==> config.mk <==
export PLATFORM = sky130hd
export DESIGN_NAME = product_accumulator_flat
export DESIGN_NICKNAME = d
export VERILOG_FILES = /design/src/rtl/product_accumulator_pkg.sv /design/src/rtl/product_accumulator_if.sv /design/src/rtl/product_accumulator.sv /design/src/flat_wrapper.sv
export SDC_FILE = /design/constraint.sdc
export NUM_CORES = 1
export LEC_CHECK = 0
export ABC_AREA = 1
export BUFFER_PORTS_ARGS = -buffer_cell sky130_fd_sc_hd__clkbuf_2
export CAP_MARGIN = 20
export CORE_ASPECT_RATIO = 1.1
export CORE_MARGIN = 3
export CORE_UTILIZATION = 38
export DETAILED_ROUTE_END_ITERATION = 6
export GPL_ROUTABILITY_DRIVEN = 0
export GPL_TIMING_DRIVEN = 1
export PLACE_DENSITY = 0.64
export SYNTH_ARGS = -nofsm -noshare
export SYNTH_HDL_FRONTEND = slang
export SYNTH_SLANG_ARGS = --single-unit
==> constraint.sdc <==
create_clock -name clk -period 1.9 [get_ports clk]
set_input_delay 0.38 -clock clk [delete_from_list [all_inputs] [get_ports clk]]
set_output_delay 0.38 -clock clk [all_outputs]
set_load 0.1 [all_outputs]
==> src/rtl/product_accumulator_pkg.sv <==
// rtl/product_accumulator_pkg.sv - shared types and saturating add for the product accumulator
package acc_pkg;

  localparam int PRODUCT_W = 6;
  localparam int SAT_MAX_W = 32;

  typedef enum logic [0:0] {
    ACCUM = 1'b0,
    HOLD  = 1'b1
  } state_e;

  // Adds two operands (zero-extended to SAT_MAX_W) and clamps to 2^acc_w-1.
  // Returns {ovf, sum}; sum never exceeds the acc_w-bit maximum.
  function automatic logic [SAT_MAX_W:0] sat_add(
    input int                   acc_w,
    input logic [SAT_MAX_W-1:0] a,
    input logic [SAT_MAX_W-1:0] b
  );
    logic [SAT_MAX_W:0] one;
    logic [SAT_MAX_W:0] full;
    logic [SAT_MAX_W:0] lim;
    one  = {{SAT_MAX_W{1'b0}}, 1'b1};
    full = {1'b0, a} + {1'b0, b};
    lim  = (one << acc_w) - one;
    if (full > lim) begin
      sat_add = {1'b1, lim[SAT_MAX_W-1:0]};
    end else begin
      sat_add = {1'b0, full[SAT_MAX_W-1:0]};
    end
  endfunction

endpackage

==> src/rtl/product_accumulator_if.sv <==
// rtl/product_accumulator_if.sv - product input stream and frame result port
interface product_accumulator_if #(
  parameter int ACC_W = 10,
  parameter int CNT_W = 3
);

  logic                          in_valid;
  logic                          in_ready;
  logic [acc_pkg::PRODUCT_W-1:0] in_product;
  logic                          in_last;
  logic                          out_valid;
  logic                          out_ready;
  logic [ACC_W-1:0]              out_sum;
  logic [CNT_W-1:0]              out_count;
  logic                          out_ovf;

  modport master (
    output in_valid, in_product, in_last, out_ready,
    input  in_ready, out_valid, out_sum, out_count, out_ovf
  );

  modport slave (
    input  in_valid, in_product, in_last, out_ready,
    output in_ready, out_valid, out_sum, out_count, out_ovf
  );

endinterface

==> src/rtl/product_accumulator.sv <==
// rtl/product_accumulator.sv - saturating frame accumulator of multiplier products
module product_accumulator
  import acc_pkg::*;
#(
  parameter int FRAME_LEN = 4,
  parameter int ACC_W     = 10,
  parameter int CNT_W     = $clog2(FRAME_LEN + 1)
) (
  input  logic                 clk,
  input  logic                 rst,
  product_accumulator_if.slave bus
);

  state_e               r_state;
  logic [ACC_W-1:0]     r_acc;
  logic [CNT_W-1:0]     r_cnt;
  logic                 r_ovf;
  logic [ACC_W-1:0]     r_out_sum;
  logic [CNT_W-1:0]     r_out_count;
  logic                 r_out_ovf;

  logic                 w_accept;
  logic                 w_frame_end;
  logic [SAT_MAX_W:0]   w_add;
  logic [ACC_W-1:0]     w_acc_next;
  logic                 w_ovf_next;
  logic [CNT_W-1:0]     w_cnt_next;

  // Handshake flags are pure state decodes, so no input reaches an output combinationally.
  assign bus.in_ready  = (r_state == ACCUM);
  assign bus.out_valid = (r_state == HOLD);
  assign bus.out_sum   = r_out_sum;
  assign bus.out_count = r_out_count;
  assign bus.out_ovf   = r_out_ovf;

  assign w_accept    = (r_state == ACCUM) && bus.in_valid;
  assign w_frame_end = w_accept && ((r_cnt == CNT_W'(FRAME_LEN - 1)) || bus.in_last);

  // The upper bits of the clamped sum are always zero; folding them into the
  // overflow flag keeps every bit of the adder result meaningful.
  assign w_add      = sat_add(ACC_W, SAT_MAX_W'(r_acc), SAT_MAX_W'(bus.in_product));
  assign w_acc_next = w_add[ACC_W-1:0];
  assign w_ovf_next = r_ovf | w_add[SAT_MAX_W] | (|w_add[SAT_MAX_W-1:ACC_W]);
  assign w_cnt_next = r_cnt + CNT_W'(1);

  // Frame state machine: accumulate beats, publish at frame end, hold until taken.
  always_ff @(posedge clk) begin
    if (rst) begin
      r_state     <= ACCUM;
      r_acc       <= '0;
      r_cnt       <= '0;
      r_ovf       <= 1'b0;
      r_out_sum   <= '0;
      r_out_count <= '0;
      r_out_ovf   <= 1'b0;
    end else if (r_state == ACCUM) begin
      if (w_accept) begin
        r_acc <= w_acc_next;
        r_cnt <= w_cnt_next;
        r_ovf <= w_ovf_next;
        if (w_frame_end) begin
          r_out_sum   <= w_acc_next;
          r_out_count <= w_cnt_next;
          r_out_ovf   <= w_ovf_next;
          r_state     <= HOLD;
        end
      end
    end else begin
      if (bus.out_ready) begin
        r_acc   <= '0;
        r_cnt   <= '0;
        r_ovf   <= 1'b0;
        r_state <= ACCUM;
      end
    end
  end

endmodule

==> src/flat_wrapper.sv <==
// flat-port wrapper written by rule: the top's interface ports become plain ports
module product_accumulator_flat import acc_pkg::*;
#(
  parameter int FRAME_LEN = 4,
  parameter int ACC_W     = 10,
  parameter int CNT_W     = $clog2(FRAME_LEN + 1)
)
  (clk, rst, bus_in_valid, bus_in_product, bus_in_last, bus_out_ready, bus_in_ready, bus_out_valid, bus_out_sum, bus_out_count, bus_out_ovf);
  product_accumulator_if #(.ACC_W(ACC_W), .CNT_W(CNT_W)) bus_i ();
  input  logic clk;
  input  logic rst;
  input wire logic [$bits(bus_i.in_valid)-1:0] bus_in_valid;
  input wire logic [$bits(bus_i.in_product)-1:0] bus_in_product;
  input wire logic [$bits(bus_i.in_last)-1:0] bus_in_last;
  input wire logic [$bits(bus_i.out_ready)-1:0] bus_out_ready;
  output wire logic [$bits(bus_i.in_ready)-1:0] bus_in_ready;
  output wire logic [$bits(bus_i.out_valid)-1:0] bus_out_valid;
  output wire logic [$bits(bus_i.out_sum)-1:0] bus_out_sum;
  output wire logic [$bits(bus_i.out_count)-1:0] bus_out_count;
  output wire logic [$bits(bus_i.out_ovf)-1:0] bus_out_ovf;
  assign bus_i.in_valid = bus_in_valid;
  assign bus_i.in_product = bus_in_product;
  assign bus_i.in_last = bus_in_last;
  assign bus_i.out_ready = bus_out_ready;
  assign bus_in_ready = bus_i.in_ready;
  assign bus_out_valid = bus_i.out_valid;
  assign bus_out_sum = bus_i.out_sum;
  assign bus_out_count = bus_i.out_count;
  assign bus_out_ovf = bus_i.out_ovf;
  product_accumulator #(.FRAME_LEN(FRAME_LEN), .ACC_W(ACC_W), .CNT_W(CNT_W)) u_core (.clk(clk), .rst(rst), .bus(bus_i));
endmodule
Word level (Yosys, flattened, before mapping)
Cells that the tools add are included.
Word-level totals
  memories kept: 0
  memory bits (read-only): 0
  input port bits: 11
  register bits after elaboration: 29
  memory bits (writable): 0
  output and inout bits: 16
  latch bits: 0
Cells by class
  mux-type cells: 14
  equal/unequal tests: 2
  shift-type cells: 0
  divide/modulo/power cells: 0
  $add $sub $neg: 2
  multiply operators: 0
  bitwise gates (word level): 3
  magnitude comparators: 1
  reductions and logical operators: 7
Operators by type and width (number)
  33-bit by 10-bit > comparator with 1-bit output (second input constant): 1
  33-bit two-way mux: 1
  10-bit two-way mux: 3
  22-bit OR reduction: 1
  10-bit by 6-bit adder with 11-bit output: 1
  3-bit two-way mux: 3
  1-bit two-way mux: 7
  3-bit by 1-bit adder with 3-bit output (second input constant): 1
  3-bit by 2-bit == test with 1-bit output (second input constant): 1
  3-bit AND reduction: 1
  1-bit logical AND: 2
  2-bit inequality test (second input constant): 1
  1-bit bitwise OR: 2
  2-bit AND reduction: 1
  2-bit nonzero test: 1
  1-bit logical OR: 1
  1-bit NOT: 1

Logic depth before layout (Yosys ltp)
  depth after elaboration: 7
  depth in mapped cells: 11
  gate-level depth less buffers: 11

Worst setup path after synthesis
No wires, ideal clock.
  path type: reg2reg
  start point: register u_core.r_state (netlist: u_core.bus.out_valid)
  end point: register u_core.r_out_sum[4] (netlist: u_core.bus.out_sum[4])
  buffers on the path: 1
  required time: 1.774 ns
  arrival time: 2.479 ns
  slack: -0.705 ns
  cell stages (with the launch flop): 9
  clock period less this slack: 2.605 ns
  path through: dfxtp_1 inv_1 nand2_1 inv_2 o21ai_2 inv_2 buf_6 o21ai_0 a31oi_1
Between the ends
  longest elaborated chain between the ends: 4
RTL lines
  start: declaration: line product_accumulator.sv:14  | state_e r_state;
  start signal: assignment: line product_accumulator.sv:49  | r_state <= ACCUM;
  start signal: assignment: line product_accumulator.sv:65  | r_state <= HOLD;
  start signal: assignment: line product_accumulator.sv:73  | r_state <= ACCUM;
  1-bit NOT (no source line) (*)
  named net bus_in_ready: line flat_wrapper.sv:16  | output wire logic [$bits(bus_i.in_ready)-1:0] bus_in_ready;
  1-bit logical AND: line product_accumulator.sv:36  | assign w_accept = (r_state == ACCUM) && bus.in_valid;
  1-bit logical AND: line product_accumulator.sv:37  | assign w_frame_end = w_accept && ((r_cnt == CNT_W'(FRAME_LEN - 1)) || bus.in_last);
  3-bit AND reduction (no source line) (*)
  end signal: assignment: line product_accumulator.sv:62  | r_out_sum <= w_acc_next;
  end: declaration: line product_accumulator.sv:18  | logic [ACC_W-1:0] r_out_sum;
The timed path passes the listed nets; every way through them passes the cells marked *.
A chain may end at the register's enable or synchronous reset.

Final worst setup path
  start point: register u_core.r_acc[0]
  end point: register u_core.r_acc[6]
Between the ends
  longest elaborated chain between the ends: 5
RTL lines
  start: declaration: line product_accumulator.sv:15  | logic [ACC_W-1:0] r_acc;
  start signal: assignment: line product_accumulator.sv:58  | r_acc <= w_acc_next;
  10-bit by 6-bit adder with 11-bit output (*): line product_accumulator_pkg.sv:23  | full = {1'b0, a} + {1'b0, b};
  33-bit by 10-bit > comparator with 1-bit output: line product_accumulator_pkg.sv:25  | if (full > lim) begin
  33-bit two-way mux (*): line product_accumulator_pkg.sv:25
  10-bit two-way mux (*): line product_accumulator.sv:57  | if (w_accept) begin
  10-bit two-way mux (*): line product_accumulator.sv:56  | end else if (r_state == ACCUM) begin
Every way passes the cells marked *; elsewhere a longest branch is shown, timed or not. The select of a mux whose other input is x is not followed.

==> results.md <==
* Minimum clock period at 1.803 ns
* Worst R2R End: u_core.r_acc[6]$_SDFFE_PP0P_
* Clk_lat worst skew at 0.29 ns
* Clock sink total at 29
* Synth area leaders: dfxtp_1 37%, nand2_1 13%, nor2_1 8.2%
* GR Overflow Total at 0
* Mean Syn Cell Area at 6.937 sq um
* Boundary Pins at 27
* Post-Route Setup TNS at 0 ns
* Req. time, crit path at 2.07 ns
* Height of the die at 73.07 microns
* YS warnings at 0
* Row Count at 23
* R2R depth at 9
* DRC at 0
* Status: finished clean
* Multi-input gate area at 847.1 sq um
* Fillers at 402
* Share of the synthesized area in the top cell type at 37.36%
* Net count, final at 276
* Share of post-route cells with drive strength above 1 at 22.18%
* Fin. max-slew vios at 0
* EDFF count, synth at 0
* Synthesized Nets at 244
* DP Area at 1763 sq um
* Dpl ws at -0.1153 ns
* Crit Path Class: reg -> reg
* Hold path depth at 4
* First-pass GRT wire length at 6.348 mm
* Dpl hpwl at 2.673 mm
* Routed vias at 1483
* Max_cap viols at 0
* Die X at 66.97 microns
* Synth area leader: dfxtp_1
* Final setup violation count at 0
* WL/cell at 11.80 microns
* ANT nets after route at 0
* Crit Path Max Fanout at 3
* Count of input and output buffers at 26
* Area Growth Syn to Fin at 21.58%
* Placed cells at 299
* Via/cell ratio at 4.831
* Final worst slack at 0.09702 ns
* Endpoints failing hold at 0
* Setup slack, reg-to-reg at 0.1 ns
* Worst setup SP type: flop
* Worst EP arrival at 1.98 ns
* Initial Utilization at 40.91%
* Pin count of the biggest net entering global routing at 20
* WHS Endpoint: u_core.bus.out_valid$_SDFF_PP0_
* Core Area at 3799 sq um
* VDD IR max at 0.3290 mV
* Leakage at 0.0009650 uW
* Post-synth cell types at 29
* CTS tree: done
* Final cycle utilization of the critical path at 94.89%
* RR Startpoint: u_core.r_acc[0]$_SDFFE_PP0P_
* Reg area at 584.3 sq um
* CTS Hold Bufs at 0
* Post-Syn Instances at 224
* Drt first pass iters at 4
* PwrDens at 966.0 nW/um^2
* Post-Syn Area at 1554 sq um
* Slew margin rel. at 63.68%
* CTS max path bufs at 2
* Vias in the first global route at 1398
* Num CTS Buffers at 5
* Yosys reg bits at 29
* Htree depth at 2
* Main synth FF type: dfxtp_1
* Die ar. at 4894 sq um
* Tot GR Track Use at 17.53%
* Non-Filler Instances at 307
* Final Skew at 0.002387 ns
* Post-CTS Setup Inserts at 0
* Clock transition at the registers of the reported paths at 0.06 ns
* Async S/R FF share, synth at 0%
* Clock Tree Root: clkbuf_8
* HP Class: in -> reg
* Fin area at 1889 sq um
* Initial antenna violation count at 0
* Highest Clock Rate at 0.5546 GHz
* Worst Max-Slew Pin Slew at 0.5471 ns
* Register area share after synthesis at 37.36%
* N_diodes at 0
* Iter 0 DRT Violations at 65
* Routed wire length at 3.623 mm
* Worst Min Path Start: bus_out_ready
* Crit end category: flop
cell usage after synthesis, types with 2 or more instances:
cell and n:
a211oi_1 2, a21oi_1 17, clkbuf_1 3, dfxtp_1 29, ha_1 8, inv_1 23
inv_2 2, nand2_1 54, nand2_2 3, nand3_1 11, nand3_2 2, nor2_1 34
o21ai_0 14, o21ai_2 2, or2_1 4, or2_2 2, xor2_1 2
where the power goes:
| part | internal, uW | leakage, uW | total (uW) | switching [uW] |
|---|---|---|---|---|
| Combinational | 120 | 0.000668 | 473 | 353 |
| Clock | 427 | 0.0000585 | 676 | 249 |
| Sequential | 650 | 0.000238 | 676 | 26.3 |
flip-flops by register name, summed over array words and instances (netlist names):
signal / count
u_core.bus.out_sum: 10
u_core.r_acc: 10
u_core.bus.out_count: 3
u_core.r_cnt: 3
u_core.bus.out_ovf: 1
u_core.bus.out_valid: 1
u_core.r_ovf: 1
how the worst max path moves through the flow:
stage	start	to	slack (ns)	depth (start not counted)
CTS	u_core.r_acc[0]$_SDFFE_PP0P_	u_core.r_acc[6]$_SDFFE_PP0P_	0.06	9
global route	u_core.r_acc[0]$_SDFFE_PP0P_	u_core.r_acc[6]$_SDFFE_PP0P_	-0.005	9
finish	u_core.r_acc[0]$_SDFFE_PP0P_	u_core.r_acc[6]$_SDFFE_PP0P_	0.1	9
floorplan	u_core.bus.out_valid$_SDFF_PP0_	u_core.bus.out_sum[4]$_SDFFE_PP0P_	-0.03	8
global placement	bus_in_product[0]	u_core.bus.out_sum[6]$_SDFFE_PP0P_	-0.09	10
detailed placement	bus_in_product[0]	u_core.bus.out_sum[6]$_SDFFE_PP0P_	-0.12	10
metrics by stage:
stage | hold WS, ns | power, uW | util, %
after floorplan | 0.4400 | 1063 | -
after global placement | 0.4539 | 1154 | 46.41
after detailed placement | 0.4572 | 1158 | 46.41
after CTS | 0.3808 | 1837 | 49.47
after global routing | 0.4196 | 1923 | 49.74
final | 0.3912 | 1825 | 49.74
cells in the final DEF, fill, tap and decap left out, types with 2 or more instances in the layout:
cell,instances
or2_2,2
clkbuf_8,6
nand3_1,11
nand2_1,53
o21ai_1,3
ha_1,8
nor2_1,34
o21ai_2,2
nand2_2,4
nand3_2,2
o21ai_0,11
a21oi_1,17
a211oi_1,2
inv_1,22
or2_1,4
clkbuf_2,26
buf_4,6
dfxtp_1,28
inv_2,2
timing repair:
action / 4_1_cts / 5_1_grt
hold endpoints to repair: 0 / 0
setup endpoints to repair: 0 / 5
resized for setup: 0 / 3
worst max-delay path, cell delays in order, from the launching register on:
cell,delay (ns)
dfxtp_1,0.31
ha_1,0.21
fa_2,0.36
nand2_1,0.09
nand3_1,0.09
nand2_1,0.10
o21ai_0,0.09
or2_2,0.31
nand3_1,0.07
a21oi_1,0.06
per-layer routing:
metal / GRT usage (%) / wire length [microns] / part of all wire (%)
met1: 21.51 / 1671 / 46
met2: 27.75 / 1702 / 47
met3: 5.701 / 179 / 4.9
met5: 0 / 0 / 0
met4: 7.883 / 70 / 1.9
final cells by class:
cell class | count | area share, %
timing repair buffer | 32 | 9.272
sequential | 29 | 30.93
clock buffer | 7 | 4.570
multi-input combinational | 162 | 44.83
clock inverter | 1 | 1.589
inverter | 26 | 5.497
tap | 50 | 3.311
cells by family after synthesis:
logic type / after synthesis / synth area share [%]
flops: 29 / 37.36
buf+inv: 33 / 8.937
xor+xnor: 2 / 1.127
compound gates: 39 / 14.01
fa+ha+maj: 9 / 7.730
simple gates: 112 / 30.84
Note: power is estimated with default switching activity, not from simulation.
